$ cat src/rtl/debug_dump_sequencer_pkg.sv
// Shared debug definitions: FSM state encodings, dump-source select codes and
// the byte-order constant used by the sequencer and by the debug unit.
package debug_dump_sequencer_pkg;

    typedef enum logic [2:0] {
        ST_IDLE  = 3'd0,
        ST_FETCH = 3'd1,
        ST_LATCH = 3'd2,
        ST_SEND  = 3'd3,
        ST_WAIT  = 3'd4,
        ST_NEXT  = 3'd5,
        ST_DONE  = 3'd6
    } state_e;

    typedef enum logic [1:0] {
        SEL_BR   = 2'b00,
        SEL_DM   = 2'b01,
        SEL_PC   = 2'b10,
        SEL_RSVD = 2'b11
    } sel_e;

    // Words leave the UART least-significant byte first.
    localparam bit BYTE_ORDER_LSB_FIRST = 1'b1;

    function automatic logic sel_is_dump(input logic [1:0] sel);
        return sel != SEL_RSVD;
    endfunction

endpackage

$ cat src/rtl/debug_dump_sequencer_if.sv
// Debug read buses (register bank, data memory, PC) and the UART TX handshake
// between the dump sequencer (master) and its surroundings (slave).
interface debug_dump_sequencer_if #(
    parameter int NB_DATA = 32,
    parameter int NB_BYTE = 8,
    parameter int NB_ADDR = 5
);
    logic [NB_ADDR-1:0] o_br_addr;
    logic [NB_DATA-1:0] i_br_data;
    logic [NB_ADDR-1:0] o_dm_addr;
    logic               o_dm_re;
    logic [NB_DATA-1:0] i_dm_data;
    logic [NB_DATA-1:0] i_pc;
    logic [NB_BYTE-1:0] o_tx_data;
    logic               o_tx_start;
    logic               i_tx_done;

    modport master (
        output o_br_addr, o_dm_addr, o_dm_re, o_tx_data, o_tx_start,
        input  i_br_data, i_dm_data, i_pc, i_tx_done
    );

    modport slave (
        input  o_br_addr, o_dm_addr, o_dm_re, o_tx_data, o_tx_start,
        output i_br_data, i_dm_data, i_pc, i_tx_done
    );
endinterface

$ cat src/rtl/debug_dump_sequencer_word_to_byte_tx.sv
// Byte serializer: holds the latched word, walks it byte by byte and drives
// the UART launch/complete handshake under control of the dump sequencer.
module word_to_byte_tx
    import debug_dump_sequencer_pkg::*;
#(
    parameter int NB_DATA = 32,
    parameter int NB_BYTE = 8
) (
    input  logic               clk_i,
    input  logic               rst_i,
    input  logic               load_i,
    input  logic [NB_DATA-1:0] word_i,
    input  logic               send_i,
    input  logic               wait_i,
    input  logic               shift_i,
    input  logic               tx_done_i,
    output logic [NB_BYTE-1:0] tx_data_o,
    output logic               tx_start_o,
    output logic               byte_done_o,
    output logic               last_byte_o
);
    localparam int N_BYTES = NB_DATA / NB_BYTE;
    localparam int NB_BCNT = (N_BYTES > 1) ? $clog2(N_BYTES) : 1;

    logic [NB_DATA-1:0] word_q, word_d;
    logic [NB_BCNT-1:0] bcnt_q, bcnt_d;

    always_comb begin
        word_d = word_q;
        bcnt_d = bcnt_q;
        if (load_i) begin
            word_d = word_i;
            bcnt_d = '0;
        end else if (shift_i) begin
            word_d = BYTE_ORDER_LSB_FIRST ? (word_q >> NB_BYTE) : (word_q << NB_BYTE);
            bcnt_d = bcnt_q + NB_BCNT'(1);
        end
    end

    always_ff @(posedge clk_i) begin
        if (rst_i) begin
            word_q <= '0;
            bcnt_q <= '0;
        end else begin
            word_q <= word_d;
            bcnt_q <= bcnt_d;
        end
    end

    // The shift register only moves in NEXT, so the byte on the UART stays
    // put for the whole SEND..WAIT window.
    assign tx_data_o   = BYTE_ORDER_LSB_FIRST ? word_q[NB_BYTE-1:0]
                                              : word_q[NB_DATA-1 -: NB_BYTE];
    assign tx_start_o  = send_i;
    assign byte_done_o = wait_i & tx_done_i;
    assign last_byte_o = (bcnt_q == NB_BCNT'(N_BYTES - 1));

endmodule

$ cat src/rtl/debug_dump_sequencer.sv
// Debug dump sequencer: on request, streams the register bank, data memory or
// PC out over the UART; owns source select, address generation, word counting.
module debug_dump_sequencer
    import debug_dump_sequencer_pkg::*;
#(
    parameter int NB_DATA    = 32,
    parameter int NB_BYTE    = 8,
    parameter int NB_ADDR    = 5,
    parameter int N_BR_WORDS = 32,
    parameter int N_DM_WORDS = 32
) (
    input  logic                   i_clock,
    input  logic                   i_reset,
    input  logic                   i_start,
    input  logic [1:0]             i_sel,
    output logic                   o_busy,
    output logic                   o_done,
    debug_dump_sequencer_if.master bus
);
    // One extra bit so the counter can represent N_words without wrapping.
    localparam int                 NB_WCNT = NB_ADDR + 1;
    localparam logic [NB_WCNT-1:0] BR_LAST = NB_WCNT'(N_BR_WORDS - 1);
    localparam logic [NB_WCNT-1:0] DM_LAST = NB_WCNT'(N_DM_WORDS - 1);

    state_e             state_q, state_d;
    sel_e               sel_q, sel_d;
    logic [NB_WCNT-1:0] wcnt_q, wcnt_d;
    logic [NB_WCNT-1:0] last_word;
    logic [NB_DATA-1:0] src_word;
    logic               load, shift, byte_done, last_byte;

    always_comb begin
        last_word = '0;
        src_word  = bus.i_pc;
        case (sel_q)
            SEL_BR: begin
                last_word = BR_LAST;
                src_word  = bus.i_br_data;
            end
            SEL_DM: begin
                last_word = DM_LAST;
                src_word  = bus.i_dm_data;
            end
            default: begin
                last_word = '0;
                src_word  = bus.i_pc;
            end
        endcase
    end

    always_ff @(posedge i_clock) begin
        if (i_reset) begin
            state_q <= ST_IDLE;
            sel_q   <= SEL_BR;
            wcnt_q  <= '0;
        end else begin
            state_q <= state_d;
            sel_q   <= sel_d;
            wcnt_q  <= wcnt_d;
        end
    end

    always_comb begin
        state_d = state_q;
        sel_d   = sel_q;
        wcnt_d  = wcnt_q;
        load    = 1'b0;
        shift   = 1'b0;
        case (state_q)
            ST_IDLE: begin
                if (i_start) begin
                    sel_d   = sel_e'(i_sel);
                    wcnt_d  = '0;
                    state_d = sel_is_dump(i_sel) ? ST_FETCH : ST_DONE;
                end
            end
            ST_FETCH: state_d = ST_LATCH;
            ST_LATCH: begin
                load    = 1'b1;
                state_d = ST_SEND;
            end
            ST_SEND: state_d = ST_WAIT;
            ST_WAIT: begin
                if (byte_done) state_d = ST_NEXT;
            end
            ST_NEXT: begin
                if (!last_byte) begin
                    shift   = 1'b1;
                    state_d = ST_SEND;
                end else if (wcnt_q < last_word) begin
                    wcnt_d  = wcnt_q + NB_WCNT'(1);
                    state_d = ST_FETCH;
                end else begin
                    state_d = ST_DONE;
                end
            end
            ST_DONE: state_d = ST_IDLE;
            default: state_d = ST_IDLE;
        endcase
    end

    // Addresses are only presented during FETCH and read as zero otherwise.
    assign bus.o_br_addr = (state_q == ST_FETCH) ? wcnt_q[NB_ADDR-1:0] : '0;
    assign bus.o_dm_addr = (state_q == ST_FETCH) ? wcnt_q[NB_ADDR-1:0] : '0;
    assign bus.o_dm_re   = (state_q == ST_FETCH) && (sel_q == SEL_DM);
    assign o_busy        = (state_q != ST_IDLE);
    assign o_done        = (state_q == ST_DONE);

    word_to_byte_tx #(
        .NB_DATA (NB_DATA),
        .NB_BYTE (NB_BYTE)
    ) u_ser (
        .clk_i       (i_clock),
        .rst_i       (i_reset),
        .load_i      (load),
        .word_i      (src_word),
        .send_i      (state_q == ST_SEND),
        .wait_i      (state_q == ST_WAIT),
        .shift_i     (shift),
        .tx_done_i   (bus.i_tx_done),
        .tx_data_o   (bus.o_tx_data),
        .tx_start_o  (bus.o_tx_start),
        .byte_done_o (byte_done),
        .last_byte_o (last_byte)
    );

endmodule

$ cat src/flat_wrapper.sv
// flat-port wrapper written by rule: the top's interface ports become plain ports
module debug_dump_sequencer_flat import debug_dump_sequencer_pkg::*;
#(
    parameter int NB_DATA    = 32,
    parameter int NB_BYTE    = 8,
    parameter int NB_ADDR    = 5,
    parameter int N_BR_WORDS = 32,
    parameter int N_DM_WORDS = 32
)
  (i_clock, i_reset, i_start, i_sel, o_busy, o_done, bus_o_br_addr, bus_o_dm_addr, bus_o_dm_re, bus_o_tx_data, bus_o_tx_start, bus_i_br_data, bus_i_dm_data, bus_i_pc, bus_i_tx_done);
  debug_dump_sequencer_if #(.NB_DATA(NB_DATA), .NB_BYTE(NB_BYTE), .NB_ADDR(NB_ADDR)) bus_i ();
  input  logic i_clock;
  input  logic i_reset;
  input  logic i_start;
  input  logic [1:0] i_sel;
  output logic o_busy;
  output logic o_done;
  output wire logic [$bits(bus_i.o_br_addr)-1:0] bus_o_br_addr;
  output wire logic [$bits(bus_i.o_dm_addr)-1:0] bus_o_dm_addr;
  output wire logic [$bits(bus_i.o_dm_re)-1:0] bus_o_dm_re;
  output wire logic [$bits(bus_i.o_tx_data)-1:0] bus_o_tx_data;
  output wire logic [$bits(bus_i.o_tx_start)-1:0] bus_o_tx_start;
  input wire logic [$bits(bus_i.i_br_data)-1:0] bus_i_br_data;
  input wire logic [$bits(bus_i.i_dm_data)-1:0] bus_i_dm_data;
  input wire logic [$bits(bus_i.i_pc)-1:0] bus_i_pc;
  input wire logic [$bits(bus_i.i_tx_done)-1:0] bus_i_tx_done;
  assign bus_o_br_addr = bus_i.o_br_addr;
  assign bus_o_dm_addr = bus_i.o_dm_addr;
  assign bus_o_dm_re = bus_i.o_dm_re;
  assign bus_o_tx_data = bus_i.o_tx_data;
  assign bus_o_tx_start = bus_i.o_tx_start;
  assign bus_i.i_br_data = bus_i_br_data;
  assign bus_i.i_dm_data = bus_i_dm_data;
  assign bus_i.i_pc = bus_i_pc;
  assign bus_i.i_tx_done = bus_i_tx_done;
  debug_dump_sequencer #(.NB_DATA(NB_DATA), .NB_BYTE(NB_BYTE), .NB_ADDR(NB_ADDR), .N_BR_WORDS(N_BR_WORDS), .N_DM_WORDS(N_DM_WORDS)) u_core (.i_clock(i_clock), .i_reset(i_reset), .i_start(i_start), .i_sel(i_sel), .o_busy(o_busy), .o_done(o_done), .bus(bus_i));
endmodule
$ cat config.mk
export PLATFORM = sky130hd
export DESIGN_NAME = debug_dump_sequencer_flat
export DESIGN_NICKNAME = d
export VERILOG_FILES = /design/src/rtl/debug_dump_sequencer_pkg.sv /design/src/rtl/debug_dump_sequencer_if.sv /design/src/rtl/debug_dump_sequencer_word_to_byte_tx.sv /design/src/rtl/debug_dump_sequencer.sv /design/src/flat_wrapper.sv
export SDC_FILE = /design/constraint.sdc
export NUM_CORES = 1
export LEC_CHECK = 0
export CAP_MARGIN = 10
export CORE_UTILIZATION = 25
export DETAILED_ROUTE_END_ITERATION = 7
export SLEW_MARGIN = 20
export SYNTH_ARGS = -nofsm -noshare
export SYNTH_HDL_FRONTEND = slang
export SYNTH_SLANG_ARGS = --single-unit
$ cat constraint.sdc
create_clock -name i_clock -period 2.5 [get_ports i_clock]
set_input_delay 0.5 -clock i_clock [delete_from_list [all_inputs] [get_ports i_clock]]
set_output_delay 0.5 -clock i_clock [all_outputs]
set_load 0.05 [all_outputs]
==> results of run 1 <==
-- through the flow --
step | instances | util, % | hold slack, ps | worst slack [ps] | cell area, sq um
floorplan | 371 | - | 448 | 342 | 2940
global placement | 601 | 37.5 | 460 | 591 | 4290
detailed placement | 601 | 37.5 | 460 | 559 | 4290
CTS | 609 | 39.0 | 469 | 320 | 4450
global route | 609 | 39.0 | 492 | 283 | 4450
finish | 609 | 39.0 | 466 | 331 | 4450
-- critical path, cell delays in order, from the launching register on --
cell and delay (ps):
dfxtp_1 350, or3_1 320, clkdlybuf4s50_1 710
-- layout make-up --
cell class | instances | area, sq um | share of cell area [%]
flip-flops and latches | 45 | 903 | 20.3
well taps | 143 | 179 | 4.02
inverters | 1 | 3.75 | 0.0843
clock inverters | 2 | 38.8 | 0.871
clock buffers | 6 | 129 | 2.89
multi-input cells | 278 | 1770 | 39.8
repair buffers | 134 | 1430 | 32.0
-- power by group --
| group | internal (W) | switching, W |
|---|---|---|
| Sequential | 0.000801 | 0.0000594 |
| Clock | 0.000474 | 0.000275 |
| Combinational | 0.000378 | 0.000401 |
| Total | 0.00165 | 0.000735 |
-- Yosys cell counts (all sizes together), types with 2 or more instances --
master,number,area share (%)
a211oi,25,6.4
a21oi,11,1.9
a311oi,25,7.7
and2,7,1.5
and3,3,0.68
and3b,2,0.60
buf,32,7.0
clkbuf,15,1.9
dfxtp,45,31
ha,3,1.3
mux2i,40,14
nand2,77,9.8
nand3,11,1.9
nor2,37,5.0
nor3,4,0.68
o21ai,9,1.5
o31ai,2,0.51
or3,6,1.4
-- state kept, by name, indices dropped and copies added, names as in the netlist --
register             flops
u_core.sel_q             2
u_core.state_q           3
u_core.u_ser.bcnt_q      2
u_core.u_ser.word_q     32
u_core.wcnt_q            6
-- layer usage --
metal | track usage [%] | vias to the layer above | wire [um]
met5 | 0 | - | 0
met4 | 2.82 | 0 | 47
li1 | - | 1512 | -
met2 | 23.1 | 78 | 3910
met1 | 17.2 | 1340 | 3750
met3 | 3.00 | 4 | 593
-- how the worst max path moves through the flow --
stage	from	endpoint	slack, ps
finish	u_core.state_q[1]	o_busy	330
global placement	u_core.wcnt_q[1]	u_core.state_q[0]	590
global route	u_core.state_q[1]	o_busy	280
floorplan	u_core.state_q[1]	bus_o_dm_addr[1]	340
CTS	u_core.state_q[1]	o_busy	320
detailed placement	u_core.wcnt_q[1]	u_core.state_q[0]	560
-- kinds of logic after synthesis --
logic type,Yosys count
xor+xnor,1
compound gates,81
flops,45
fa+ha+maj,3
buf+inv,48
simple gates,153
mux,40
==> results.sh, run 1 <==
export IMPL_r2r_start="u_core.wcnt_q[1]"
export IMPL_layout_commonest_cell="clkdlybuf4s50_1"
export IMPL_syn_num_nets=476
export IMPL_ctsHoldBuffers=0
export IMPL_synthXorXnorAreaFrac_pct=0.298
export IMPL_gp_congestion=0.774
export IMPL_gr_total_overflow=0
export IMPL_grt_max_degree=69
export IMPL_final_cell_mix="clkdlybuf4s50_1 (109), nand2_1 (76), dfxtp_1 (43)"
export IMPL_arrival_ps=1670
export IMPL_worst_pin_slew_ps=619
export IMPL_via_per_inst=4.82
export IMPL_dpl_hpwl_um=6260
export IMPL_reg2reg_depth=5
export IMPL_rsz0062_at_grt="no"
export IMPL_path_class="reg2out"
export IMPL_nFillCells=1184
export IMPL_slew_viol_final=0
export IMPL_crit_path_end_kind="output port"
export IMPL_synth_seq_cells=45
export IMPL_maxCapViolCount=0
export IMPL_finalSetupTns_ps=0
export IMPL_synthAdderAreaFrac_pct=1.28
export IMPL_synth_simple_area_share_pct=23.8
export IMPL_finalSetupViolCount=0
export IMPL_cts_tree="built"
export IMPL_finalHoldViolCount=0
export IMPL_power_w=0.00239
export IMPL_critPathRequiredTime_ps=2000
export IMPL_cts_setup_buffers=0
export IMPL_ant_nets=0
export IMPL_area_growth_pct=51.6
export IMPL_r2r_slack_ps=520
export IMPL_ctsResizeCount=0
export IMPL_nNetsFinal=570
export IMPL_hold_path_class="reg2reg"
export IMPL_grt_antenna_before_repair=0
export IMPL_initial_core_util_pct=25.7
export IMPL_initialDrtViolationCount=137
export IMPL_synth_mux_area_share_pct=13.6
export IMPL_syn_area_sq_um=2940
export IMPL_coreArea_sq_um=11400
export IMPL_dieWidth_um=110
export IMPL_drive_above_1_share_pct=10.1
export IMPL_firstDrtPassIters=4
export IMPL_grt_pass1_wl_um=12900
export IMPL_wl_um=8300
export IMPL_numCtsBuffers=5
export IMPL_ys_warn_count=0
export IMPL_skew_ps=5.85
export IMPL_ys_seq_area_share_pct=30.7
export IMPL_maxSlewHeadroom_pct=58.6
export IMPL_pin_count=124
export IMPL_min_delay_start="u_core.u_ser.word_q[27]"
export IMPL_num_rows=39
export IMPL_drt_wirelength_per_cell_um=13.6
export IMPL_synth_compound_area_share_pct=21.3
export IMPL_path_max_fanout=5
export IMPL_vias=2934
export IMPL_synth_ff_type="dfxtp_1"
export IMPL_p_per_area_nw_per_um2=536
export IMPL_async_reset_ff_share_pct=0
export IMPL_synthesis_instances=371
export IMPL_grt_pass1_vias=2768
export IMPL_critPathLaunchType="register"
export IMPL_grt_use_total_pct=13.5
export IMPL_ir_worst_vdd_uv=323
export IMPL_min_to="u_core.u_ser.word_q[27]"
export IMPL_clk_path_buf_depth=2
export IMPL_timing_rr_end="u_core.state_q[0]"
export IMPL_die_y_um=110
export IMPL_clk_pin_slew_ps=60
export IMPL_clkSinkCount=45
export IMPL_synth_cell_types=43
export IMPL_fmax_mhz=461
export IMPL_synth_edff_count=0
export IMPL_min_path_cells=2
export IMPL_die_area_sq_um=12200
export IMPL_diodes=0
export IMPL_cts_root_buf="clkbuf_16"
export IMPL_clk_latency_ps=280
export IMPL_timing_final_crit_share_pct=86.7
export IMPL_final_min_clock_period_ps=2170
export IMPL_io_buffers=123
export IMPL_route_detailed_drc=0
export IMPL_synth_top_family_by_area="simple AND/OR/NAND/NOR gates"
export IMPL_leakage_nw=1.58
export IMPL_status="complete, no violations"
export IMPL_synth_avg_cell_area_sq_um=7.92
export IMPL_htreeDepth=2
Power figures use the tool's default switching activity.
==> run 2, diff against run 1 <==
--- a/config.mk
+++ b/config.mk
@@ -6,6 +6,7 @@
 export NUM_CORES = 1
 export LEC_CHECK = 0
 export CAP_MARGIN = 10
+export CORE_MARGIN = 10
 export CORE_UTILIZATION = 25
 export DETAILED_ROUTE_END_ITERATION = 7
 export SLEW_MARGIN = 20
==> constraint.sdc (replaced) <==
create_clock -name i_clock -period 2 [get_ports i_clock]
set_input_delay 0.4 -clock i_clock [delete_from_list [all_inputs] [get_ports i_clock]]
set_output_delay 0.4 -clock i_clock [all_outputs]
set_load 0.05 [all_outputs]
==> results.sh, run 2 (synthesis gave the netlist of run 1 again) <==
export IMPL_status="complete, no violations"
export IMPL_area_growth_pct=55.1
export IMPL_initialDrtViolationCount=151
export IMPL_grt_max_degree=69
export IMPL_multi_input_area_sq_um=1780
export IMPL_grt_antenna_before_repair=0
export IMPL_pin_count=124
export IMPL_maxSlewHeadroom_pct=62.3
export IMPL_vias=2994
export IMPL_die_y_um=128
export IMPL_wl_um=9330
export IMPL_cts_root_buf="clkbuf_16"
export IMPL_largest_reg_flops=32
export IMPL_cts_tree="built"
export IMPL_grt_pass1_vias=2976
export IMPL_final_min_clock_period_ps=1920
export IMPL_rsz0062_at_grt="no"
export IMPL_nNetsFinal=572
export IMPL_switching_share_pct=30.0
export IMPL_clk_latency_ps=280
export IMPL_final_cell_mix="clkdlybuf4s50_1 (108), nand2_1 (76), dfxtp_1 (43)"
export IMPL_regMostFlops="u_core.u_ser.word_q"
export IMPL_nFillCells=1171
export IMPL_io_buffers=123
export IMPL_initial_core_util_pct=25.6
export IMPL_path_class="reg2out"
export IMPL_num_rows=39
export IMPL_fmax_mhz=520
export IMPL_htreeDepth=2
export IMPL_maxCapViolCount=0
export IMPL_skew_ps=5.07
export IMPL_p_int_w=0.00213
export IMPL_dieWidth_um=128
export IMPL_crit_chain="nor3b_1 -> buf_4 -> and2_2 -> buf_12"
export IMPL_firstDrtPassIters=4
export IMPL_p_per_area_nw_per_um2=669
export IMPL_reg_largest_list="u_core.u_ser.word_q: 32 flops, u_core.wcnt_q: 6 flops, u_core.state_q: 3 flops"
export IMPL_finalHoldViolCount=0
export IMPL_switchingPower_w=0.000915
export IMPL_slew_viol_final=0
export IMPL_coreArea_sq_um=11500
export IMPL_ir_worst_vdd_uv=411
export IMPL_crit_slowest_cell="nor3b_1"
export IMPL_utilization_pct=39.7
export IMPL_dpl_hpwl_um=7340
export IMPL_arrival_ps=1520
export IMPL_die_area_sq_um=16500
export IMPL_timing_final_crit_share_pct=96.2
export IMPL_gr_total_overflow=0
export IMPL_ant_nets=0
export IMPL_drive_above_1_share_pct=11.8
export IMPL_route_detailed_drc=0
export IMPL_critPathLaunchType="register"
export IMPL_drt_wirelength_per_cell_um=15.3
export IMPL_grt_use_total_pct=10.7
export IMPL_seq_area_sq_um=903
export IMPL_clkPwrFrac_pct=31.3
export IMPL_power_frac_seq_pct=35.2
export IMPL_leakage_nw=1.62
export IMPL_pwr_share_comb_pct=33.6
export IMPL_numCtsBuffers=5
export IMPL_clk_path_buf_depth=2
export IMPL_grt_pass1_wl_um=14900
export IMPL_hold_path_class="reg2reg"
export IMPL_clk_pin_slew_ps=60
export IMPL_timing_hold_ws_ps=470
export IMPL_critPathRequiredTime_ps=1600
export IMPL_clkSinkCount=45
export IMPL_path_max_fanout=5
export IMPL_finalSetupViolCount=0
export IMPL_crit_path_end_kind="output port"
export IMPL_layout_commonest_cell="clkdlybuf4s50_1"
export IMPL_via_per_inst=4.90
export IMPL_gp_congestion=0.782
export IMPL_diodes=0
export IMPL_worst_pin_slew_ps=559
export IMPL_finalSetupTns_ps=0
export IMPL_slowest_delay_ps=360
[run 2: power groups by stage]
| stage | logic [W] | registers, W | clock network, W |
|---|---|---|---|
| finish | 0.00102 | 0.00107 | 0.000952 |
| detailed placement | 0.00103 | 0.00109 | 0 |
| global placement | 0.00102 | 0.00109 | 0 |
| floorplan | 0.000655 | 0.00106 | 0 |
| CTS | 0.00103 | 0.00107 | 0.000982 |
| global route | 0.00112 | 0.00108 | 0.00102 |
[run 2: critical path, delay by kind of cell, from the launching register on]
| kind | cells | cell delay (ps) |
|---|---|---|
| buffers and inverters | 2 | 350 |
| DFF | 1 | 320 |
| and+or+nand+nor | 2 | 570 |
[run 2: final timing paths]
check / startpoint / endpoint / slack (ps) / cells after the start
setup / recovery: u_core.state_q[2] / bus_o_br_addr[3] / 80 / 4
hold / removal: u_core.u_ser.word_q[26] / u_core.u_ser.word_q[26] / 470 / 2
setup reg to reg: u_core.wcnt_q[1] / u_core.state_q[0] / 80 / 5
hold reg to reg: u_core.u_ser.word_q[26] / u_core.u_ser.word_q[26] / 470 / 2
[run 2: area by class of cell]
cell class              instances  area share (%)
clock inverters                 1           0.659
well taps                     143            3.93
inverters                       1          0.0824
multi-input cells             278            39.1
repair buffers                136            33.3
flip-flops and latches         45            19.8
clock buffers                   7            3.13
[run 2: through the flow]
step / setup WS [ps] / power, W / instances / cell area, sq um
finish: 75.5 / 0.00305 / 611 / 4560
global route: 38.9 / 0.00322 / 611 / 4560
CTS: 40.5 / 0.00308 / 611 / 4550
detailed placement: 101 / 0.00212 / 603 / 4380
global placement: 151 / 0.00210 / 603 / 4380
floorplan: 4.79 / 0.00172 / 371 / 2940
[run 2: timing repair]
action	CTS	global route
resized for setup	0	1
setup buffers	0	0
endpoints found under the hold margin	0	0
setup endpoints to repair	0	1
hold buffers	0	0
[run 2: routing by layer]
layer	vias to the layer above	wire length [um]	global-route usage, %
li1	1520	-	-
met5	-	0	0
met4	0	29	1.39
met2	81	4220	16.8
met3	2	653	3.61
met1	1391	4430	14.2
